[src/rtl/bin_to_seg_digits_if.sv]
// Request/result bundle for the binary-to-decimal digit generator.
// Driver side (master) supplies iSTART/iBIN; the converter (slave) returns
// busy/done/overflow status and the packed digit codes.
interface bin_to_seg_digits_if #(
    parameter int unsigned WIDTH  = 27,
    parameter int unsigned DIGITS = 8
);
    logic                  iSTART;
    logic [WIDTH-1:0]      iBIN;
    logic                  oBUSY;
    logic                  oDONE;
    logic                  oOVF;
    logic [5*DIGITS-1:0]   oDIG;

    modport master (
        output iSTART,
        output iBIN,
        input  oBUSY,
        input  oDONE,
        input  oOVF,
        input  oDIG
    );

    modport slave (
        input  iSTART,
        input  iBIN,
        output oBUSY,
        output oDONE,
        output oOVF,
        output oDIG
    );
endinterface

[src/rtl/bin_to_seg_digits.sv]
// Sequential binary-to-decimal converter (shift-and-add-3, one bit per clock)
// producing one 5-bit display code per HEX position.
// Codes: 5'h00..5'h09 digit, 5'h0E overflow glyph, 5'h1F blank.
// Optional build macro SEG7_LZB_EN compiles in leading-zero blanking.
module bin_to_seg_digits #(
    parameter int unsigned WIDTH  = 27,
    parameter int unsigned DIGITS = 8
) (
    input  logic                  iCLK,
    input  logic                  iRST,
    bin_to_seg_digits_if.slave    bus
);

    localparam int unsigned BW = 4 * (DIGITS + 1);   // BCD nibbles plus guard
    localparam int unsigned DW = 5 * DIGITS;
    localparam int unsigned CW = (WIDTH > 1) ? $clog2(WIDTH) : 1;

    typedef enum logic [1:0] {
        ST_IDLE  = 2'd0,
        ST_SHIFT = 2'd1,
        ST_DONE  = 2'd2
    } state_e;

    state_e          state_q, state_d;
    logic [CW-1:0]   cnt_q,   cnt_d;
    logic [WIDTH-1:0] bin_q,  bin_d;
    logic [BW-1:0]   bcd_q,   bcd_d;
    logic [BW-1:0]   bcd_adj;
    logic [DW-1:0]   dig_q,   dig_d;
    logic [DW-1:0]   dig_res;
    logic            ovf_q,   ovf_d;
    logic            ovf_res;
    logic            done_q,  done_d;
    logic            busy_q,  busy_d;

    // Add-3 correction on every nibble that would carry past 9 after doubling.
    always_comb begin
        bcd_adj = bcd_q;
        for (int i = 0; i < int'(DIGITS) + 1; i++) begin
            if (bcd_q[4*i +: 4] >= 4'd5) begin
                bcd_adj[4*i +: 4] = bcd_q[4*i +: 4] + 4'd3;
            end
        end
    end

    // Map the finished BCD accumulator to display codes (overflow glyph or digits).
    always_comb begin
`ifdef SEG7_LZB_EN
        logic lead;
        lead    = 1'b1;
`endif
        dig_res = '0;
        ovf_res = (bcd_q[BW-1 -: 4] != 4'd0);
        for (int i = int'(DIGITS) - 1; i >= 0; i--) begin
            if (ovf_res) begin
                dig_res[5*i +: 5] = 5'h0E;
            end else begin
`ifdef SEG7_LZB_EN
                if (lead && (i != 0) && (bcd_q[4*i +: 4] == 4'd0)) begin
                    dig_res[5*i +: 5] = 5'h1F;
                end else begin
                    lead              = 1'b0;
                    dig_res[5*i +: 5] = {1'b0, bcd_q[4*i +: 4]};
                end
`else
                dig_res[5*i +: 5] = {1'b0, bcd_q[4*i +: 4]};
`endif
            end
        end
    end

    // Next-state and datapath updates for IDLE -> SHIFT x WIDTH -> DONE.
    always_comb begin
        state_d = state_q;
        cnt_d   = cnt_q;
        bin_d   = bin_q;
        bcd_d   = bcd_q;
        dig_d   = dig_q;
        ovf_d   = ovf_q;
        done_d  = 1'b0;
        busy_d  = busy_q;

        case (state_q)
            ST_IDLE: begin
                if (bus.iSTART) begin
                    bin_d   = bus.iBIN;
                    bcd_d   = '0;
                    cnt_d   = '0;
                    busy_d  = 1'b1;
                    state_d = ST_SHIFT;
                end
            end
            ST_SHIFT: begin
                bcd_d = (bcd_adj << 1) | BW'(bin_q[WIDTH-1]);
                bin_d = bin_q << 1;
                if (cnt_q == CW'(WIDTH - 1)) begin
                    cnt_d   = '0;
                    state_d = ST_DONE;
                end else begin
                    cnt_d = cnt_q + CW'(1);
                end
            end
            ST_DONE: begin
                dig_d   = dig_res;
                ovf_d   = ovf_res;
                done_d  = 1'b1;
                busy_d  = 1'b0;
                state_d = ST_IDLE;
            end
            default: begin
                busy_d  = 1'b0;
                state_d = ST_IDLE;
            end
        endcase
    end

    // State and output registers; reset blanks the display.
    always_ff @(posedge iCLK) begin
        if (iRST) begin
            state_q <= ST_IDLE;
            cnt_q   <= '0;
            bin_q   <= '0;
            bcd_q   <= '0;
            dig_q   <= {DIGITS{5'h1F}};
            ovf_q   <= 1'b0;
            done_q  <= 1'b0;
            busy_q  <= 1'b0;
        end else begin
            state_q <= state_d;
            cnt_q   <= cnt_d;
            bin_q   <= bin_d;
            bcd_q   <= bcd_d;
            dig_q   <= dig_d;
            ovf_q   <= ovf_d;
            done_q  <= done_d;
            busy_q  <= busy_d;
        end
    end

    assign bus.oBUSY = busy_q;
    assign bus.oDONE = done_q;
    assign bus.oOVF  = ovf_q;
    assign bus.oDIG  = dig_q;

endmodule

[src/flat_wrapper.sv]
// flat-port wrapper written by rule: the top's interface ports become plain ports
module bin_to_seg_digits_flat 
#(
    parameter int unsigned WIDTH  = 27,
    parameter int unsigned DIGITS = 8
)
  (iCLK, iRST, bus_iSTART, bus_iBIN, bus_oBUSY, bus_oDONE, bus_oOVF, bus_oDIG);
  bin_to_seg_digits_if #(.WIDTH(WIDTH), .DIGITS(DIGITS)) bus_i ();
  input  logic iCLK;
  input  logic iRST;
  input wire logic [$bits(bus_i.iSTART)-1:0] bus_iSTART;
  input wire logic [$bits(bus_i.iBIN)-1:0] bus_iBIN;
  output wire logic [$bits(bus_i.oBUSY)-1:0] bus_oBUSY;
  output wire logic [$bits(bus_i.oDONE)-1:0] bus_oDONE;
  output wire logic [$bits(bus_i.oOVF)-1:0] bus_oOVF;
  output wire logic [$bits(bus_i.oDIG)-1:0] bus_oDIG;
  assign bus_i.iSTART = bus_iSTART;
  assign bus_i.iBIN = bus_iBIN;
  assign bus_oBUSY = bus_i.oBUSY;
  assign bus_oDONE = bus_i.oDONE;
  assign bus_oOVF = bus_i.oOVF;
  assign bus_oDIG = bus_i.oDIG;
  bin_to_seg_digits #(.WIDTH(WIDTH), .DIGITS(DIGITS)) u_core (.iCLK(iCLK), .iRST(iRST), .bus(bus_i));
endmodule
[config.mk]
export PLATFORM = sky130hd
export DESIGN_NAME = bin_to_seg_digits_flat
export DESIGN_NICKNAME = d
export VERILOG_FILES = /design/src/rtl/bin_to_seg_digits_if.sv /design/src/rtl/bin_to_seg_digits.sv /design/src/flat_wrapper.sv
export SDC_FILE = /design/constraint.sdc
export NUM_CORES = 1
export LEC_CHECK = 0
export CAP_MARGIN = 20
export CORE_MARGIN = 3
export CORE_UTILIZATION = 40
export CTS_CLUSTER_SIZE = 12
export DETAILED_ROUTE_END_ITERATION = 6
export HOLD_SLACK_MARGIN = 0.1
export PLACE_DENSITY = 0.63
export SYNTH_ARGS = -nofsm -noshare
export SYNTH_HDL_FRONTEND = slang
export SYNTH_SLANG_ARGS = --single-unit
[constraint.sdc]
create_clock -name iCLK -period 1.6 [get_ports iCLK]
set_input_delay 0.32 -clock iCLK [delete_from_list [all_inputs] [get_ports iCLK]]
set_output_delay 0.32 -clock iCLK [all_outputs]
set_load 0.02 [all_outputs]
==> results.md <==
- The pin count of the biggest net entering global routing is 35.
- Setup repair after global routing left no endpoint under its margin.
- For this run, the register share of the synthesized area comes to 43.55%.
- The power per unit of standard cell area is 911.3 nW/um^2.
- The total inserted antenna cells is 0.
- The final weighted congestion in routability-driven placement is 0.7827.
- The worst hold path passes through 3 cells.
- The worst register-to-register path ends at u_core.bcd_q[14]$_SDFFE_PP0P_.
- The parity-gate share of the synthesized area counting xor and xnor cells is 2.876%.
- For this run, the number of Yosys warnings is 0.
- After layout, the worst path uses 94.63% of the clock period.
- The number of filler instances in the final layout is 1116.
- The synthesized netlist devotes 18.34% of its cell area to compound gates.
- The total overflow reported by the global router is 0.
- After detailed routing, the number of remaining DRC violations is 0.
- The final number of hold-violating endpoints is 0.
- The endpoint arrival time on the critical path is 1.81 ns.
- In the post-synthesis netlist, the biggest area contributors are dfxtp_1 (44%), nor2_1 (6.9%), ha_1 (5.4%), a22o_1 (4.7%), a2bb2oi_1 (4.5%).
- The floorplan has 39 rows.
- The floorplan step defined a die boundary enclosing 13540 um^2.
- The count of pins on the block boundary is 73.
- The area inside the core boundary is 11660 um^2.
- The via count of the first global-routing pass is 4069.
- The first TritonRoute pass finished after 5 iterations.
- The number of cells on the worst reg-to-reg path is 6.
- Routed signal wires occupy layers up through met4.
- Once the floorplan was initialized, standard cells occupied 41.78% of the core.
- The clock root buffer is clkbuf_16.
- The maximum root-to-sink buffer count is 2.
- The detailed-placement wirelength estimate is 7.865 mm.
- In this run, synthesis produced a sequential element count of 106.
- Counting instances in the post-synthesis netlist gives the leading cell types as dfxtp_1 (106), nor2_1 (90), nand2_1 (46).
- In the final routing, the length of wire on met1 measures 5.463 mm.
- Walking the worst path, the cells encountered are inv_1 -> ha_1 -> nand2b_1 -> a21oi_1 -> mux2i_1 -> a22o_1.
- The worst register-to-register path begins at u_core.bcd_q[13]$_SDFFE_PP0P_.
- The main combinational cell family by area after synthesis is simple AND/OR/NAND/NOR gates.
- The most common cell in the synthesized netlist is dfxtp_1.
- The main flop type after synthesis is dfxtp_1.
- The path with the worst hold slack has its endpoint at u_core.bcd_q[0]$_SDFFE_PP0P_.
- The number of routed nets with antenna violations is 0.
- Along the worst path, the maximum fanout reaches 4.
- Data on the critical path is required at its endpoint by 1.89 ns.
- Of all flip-flops after synthesis, the portion carrying an async set or reset was 0%.
- The aggregate global-route resource usage is 18.28%.
- The die is 116.4 um wide.
- Clock-pin slew was measured on the worst setup and hold paths at 0.07 ns.
- Adding up every negative setup slack in the final design gives 0 ns.
- The vias per cell is 5.262.
- The cell area after placement is 5703 um^2.
- The clock insertion delay at the later pin of the skew report is 0.35 ns.
- The highest cell delay on the worst timing path is 0.36 ns.
- The share of final-layout standard cells stronger than drive strength 1 is 8.320%.
- TritonCTS built the clock tree.
- The worst-case hold slack is 0.4535 ns.
- The initial antenna violation count is 0.
- In this run the number of H-tree levels came out at 3.
- For the pin with the worst max-slew slack, the measured transition is 0.6338 ns.
- The flow ran to the end, and the final reports show no timing, DRC or antenna violations.
- The number of pins exceeding their max-slew limit in the final report was 0.
- The synthesized cell area is 4872 um^2.
- The startpoint kind of the worst setup timing path is a register.
- Counting every instance in the synthesized netlist gives 569.
- The synthesized netlist devotes 5.393% of its cell area to adder and majority cells.
- The internal reg-to-reg setup slack is 0.09 ns.
- In the final routed layout, each cell accounts on average for 15.02 um.
- The count of different cell masters after synthesis is 36.
- The proportion of netlist area held by the largest area contributor is 43.55%.
- The number of enable flip-flop cells after synthesis is 0.
- Summed over all instances, the cell type with the most area after synthesis is dfxtp_1.
- The worst path needs 1.514 ns of the cycle, external delays included.
- STA classifies the critical path endpoint as a register.
- The area fraction in and, or, nand and nor cells after synthesis is 19.90%.
- Tracing the worst setup path back leads to its startpoint at u_core.bcd_q[13]$_SDFFE_PP0P_.
- For this design, the sink count on the clock tree is 106.
- The highest clock rate is 0.6605 GHz.
- The class of the worst hold path is in -> reg.
- Once layout is done, the placed cells without fillers occupy 6013 um^2.
- By startpoint and endpoint, the worst setup path is classified as reg -> reg.
- Summed over all layers, the routed wires come to 11.72 mm.
- The net count after synthesis is 620.
- The worst-case clock skew is 0.008003 ns.
- Across the run, the number of max-cap violations was 0.
- For this design the static power due to leakage is 2.549 nW.
- The mean instance size in the synthesized netlist is 8.563 um^2.
- The height of the die is 116.4 um.
- The routed length on met3 is 441 um.
- For this block, the initial DRC count from the detailed router was 235.
- After synthesis, the share of cell area in mux cells is 3.493%.
- The area added between synthesis and finish is 23.42%.
- The highest-delay cell along the critical path is dfxtp_1.
- The TritonCTS buffer count is 9.
- The routed wire length on met2 is 5.691 mm.
- Buffers added to address setup during post-CTS repair amount to 0.
- Setup violations remaining at the end of the flow were counted as 0.
- The normalized max-slew margin is 57.65%.
- The startpoint of the tightest hold check path is iRST.
- The maximum VDD drop is 0.6583 mV.
- The via total after detailed routing is 4104.
- The net count of the finished layout is 683.
- The wire length of the first global-routing pass is 19.83 mm.
- In this run the tool buffered the top-level ports with 72 buffer cells.
==> through the flow <==
step	std cells	util, %	setup WS (ns)	total power (W)
2_1_floorplan	569	-	0.2450	0.003155
3_3_place_gp	763	48.90	-0.5657	0.003317
3_5_place_dp	763	48.90	-0.5661	0.003331
4_1_cts	780	51.17	0.006768	0.005538
5_1_grt	780	51.56	0.008756	0.005708
6_report	780	51.56	0.08598	0.005480
==> worst max path at each step <==
stage	to	cells past startpoint
4_1_cts	bus_oDONE	1
2_1_floorplan	u_core.bcd_q[10]$_SDFFE_PP0P_	6
3_3_place_gp	u_core.bcd_q[22]$_SDFFE_PP0P_	4
3_5_place_dp	u_core.bcd_q[18]$_SDFFE_PP0P_	4
5_1_grt	u_core.bcd_q[19]$_SDFFE_PP0P_	6
6_report	u_core.bcd_q[14]$_SDFFE_PP0P_	6
==> kinds of logic (layout without fill, tap and decap cells) <==
logic type                 Yosys count  after routing
and+or+nand+nor                    220            221
buffers and inverters               65            132
adders and majority gates           21             21
AOI/OAI and AO/OA                  124            124
DFF                                106            106
xor gates and xnor gates            16             16
muxes                               17             17
==> layer usage <==
metal,global-route usage [%],vias to the layer above
met4,5.259,0
met3,4.041,10
li1,-,2085
met1,24.19,1935
met2,30.05,74
met5,0,-
==> sequential cells by signal (all words and copies together) (netlist names) <==
name	flops
u_core.state_q	2
u_core.cnt_q	5
u_core.bus.oBUSY	1
u_core.bus.oDIG	33
u_core.bus.oDONE	1
u_core.bus.oOVF	1
u_core.bin_q	27
u_core.bcd_q	36
==> worst max-delay path: cells and delay by family, from the launching register on <==
kind                       cells  cell delay, ns
AOI/OAI and AO/OA              2            0.43
adders and majority gates      1            0.18
buffers and inverters          1            0.10
DFF                            1            0.36
muxes                          1            0.26
and+or+nand+nor                1            0.13
==> placed cells by master (no fill, tap or decap), types with 6 or more instances in the layout <==
cell type        count
dfxtp_1            106
nor2_1              90
nand2_1             46
dlygate4sd2_1       42
nor3_1              36
nand3_1             29
clkdlybuf4s50_1     28
a22o_1              26
a2bb2oi_1           25
inv_1               21
a21oi_1             21
ha_1                21
buf_4               19
o21ai_0             18
mux2i_1             17
nand2b_1            10
xnor2_1              9
clkbuf_16            9
o211ai_1             8
o21bai_1             8
xor2_1               7
a21oi_2              6
==> layout make-up <==
| type | instances | area, um^2 | share of cell area, % |
|---|---|---|---|
| multi-input cells | 399 | 2487 | 41.37 |
| flip-flops and latches | 106 | 2122 | 35.29 |
| repair buffers | 94 | 845.8 | 14.07 |
| clock buffers | 11 | 252.7 | 4.203 |
| well taps | 143 | 178.9 | 2.975 |
| inverters | 22 | 82.58 | 1.373 |
| clock inverters | 5 | 43.79 | 0.7283 |
==> power breakdown <==
part           internal, W  switching (W)  total (W)  leakage, nW
Clock              0.00116        0.00103    0.00220        0.141
Sequential         0.00271      0.0000447    0.00276        0.863
Combinational     0.000247       0.000277   0.000524         1.55
Total              0.00412        0.00136    0.00548         2.55
==> what timing repair did <==
item / in CTS / in global routing
pin swaps: 0 / 1
gates resized for setup: 45 / 13
cloned: 1 / 0
hold buffers: 0 / 0
endpoints found under the setup margin: 89 / 40
Power figures use the tool's default switching activity.
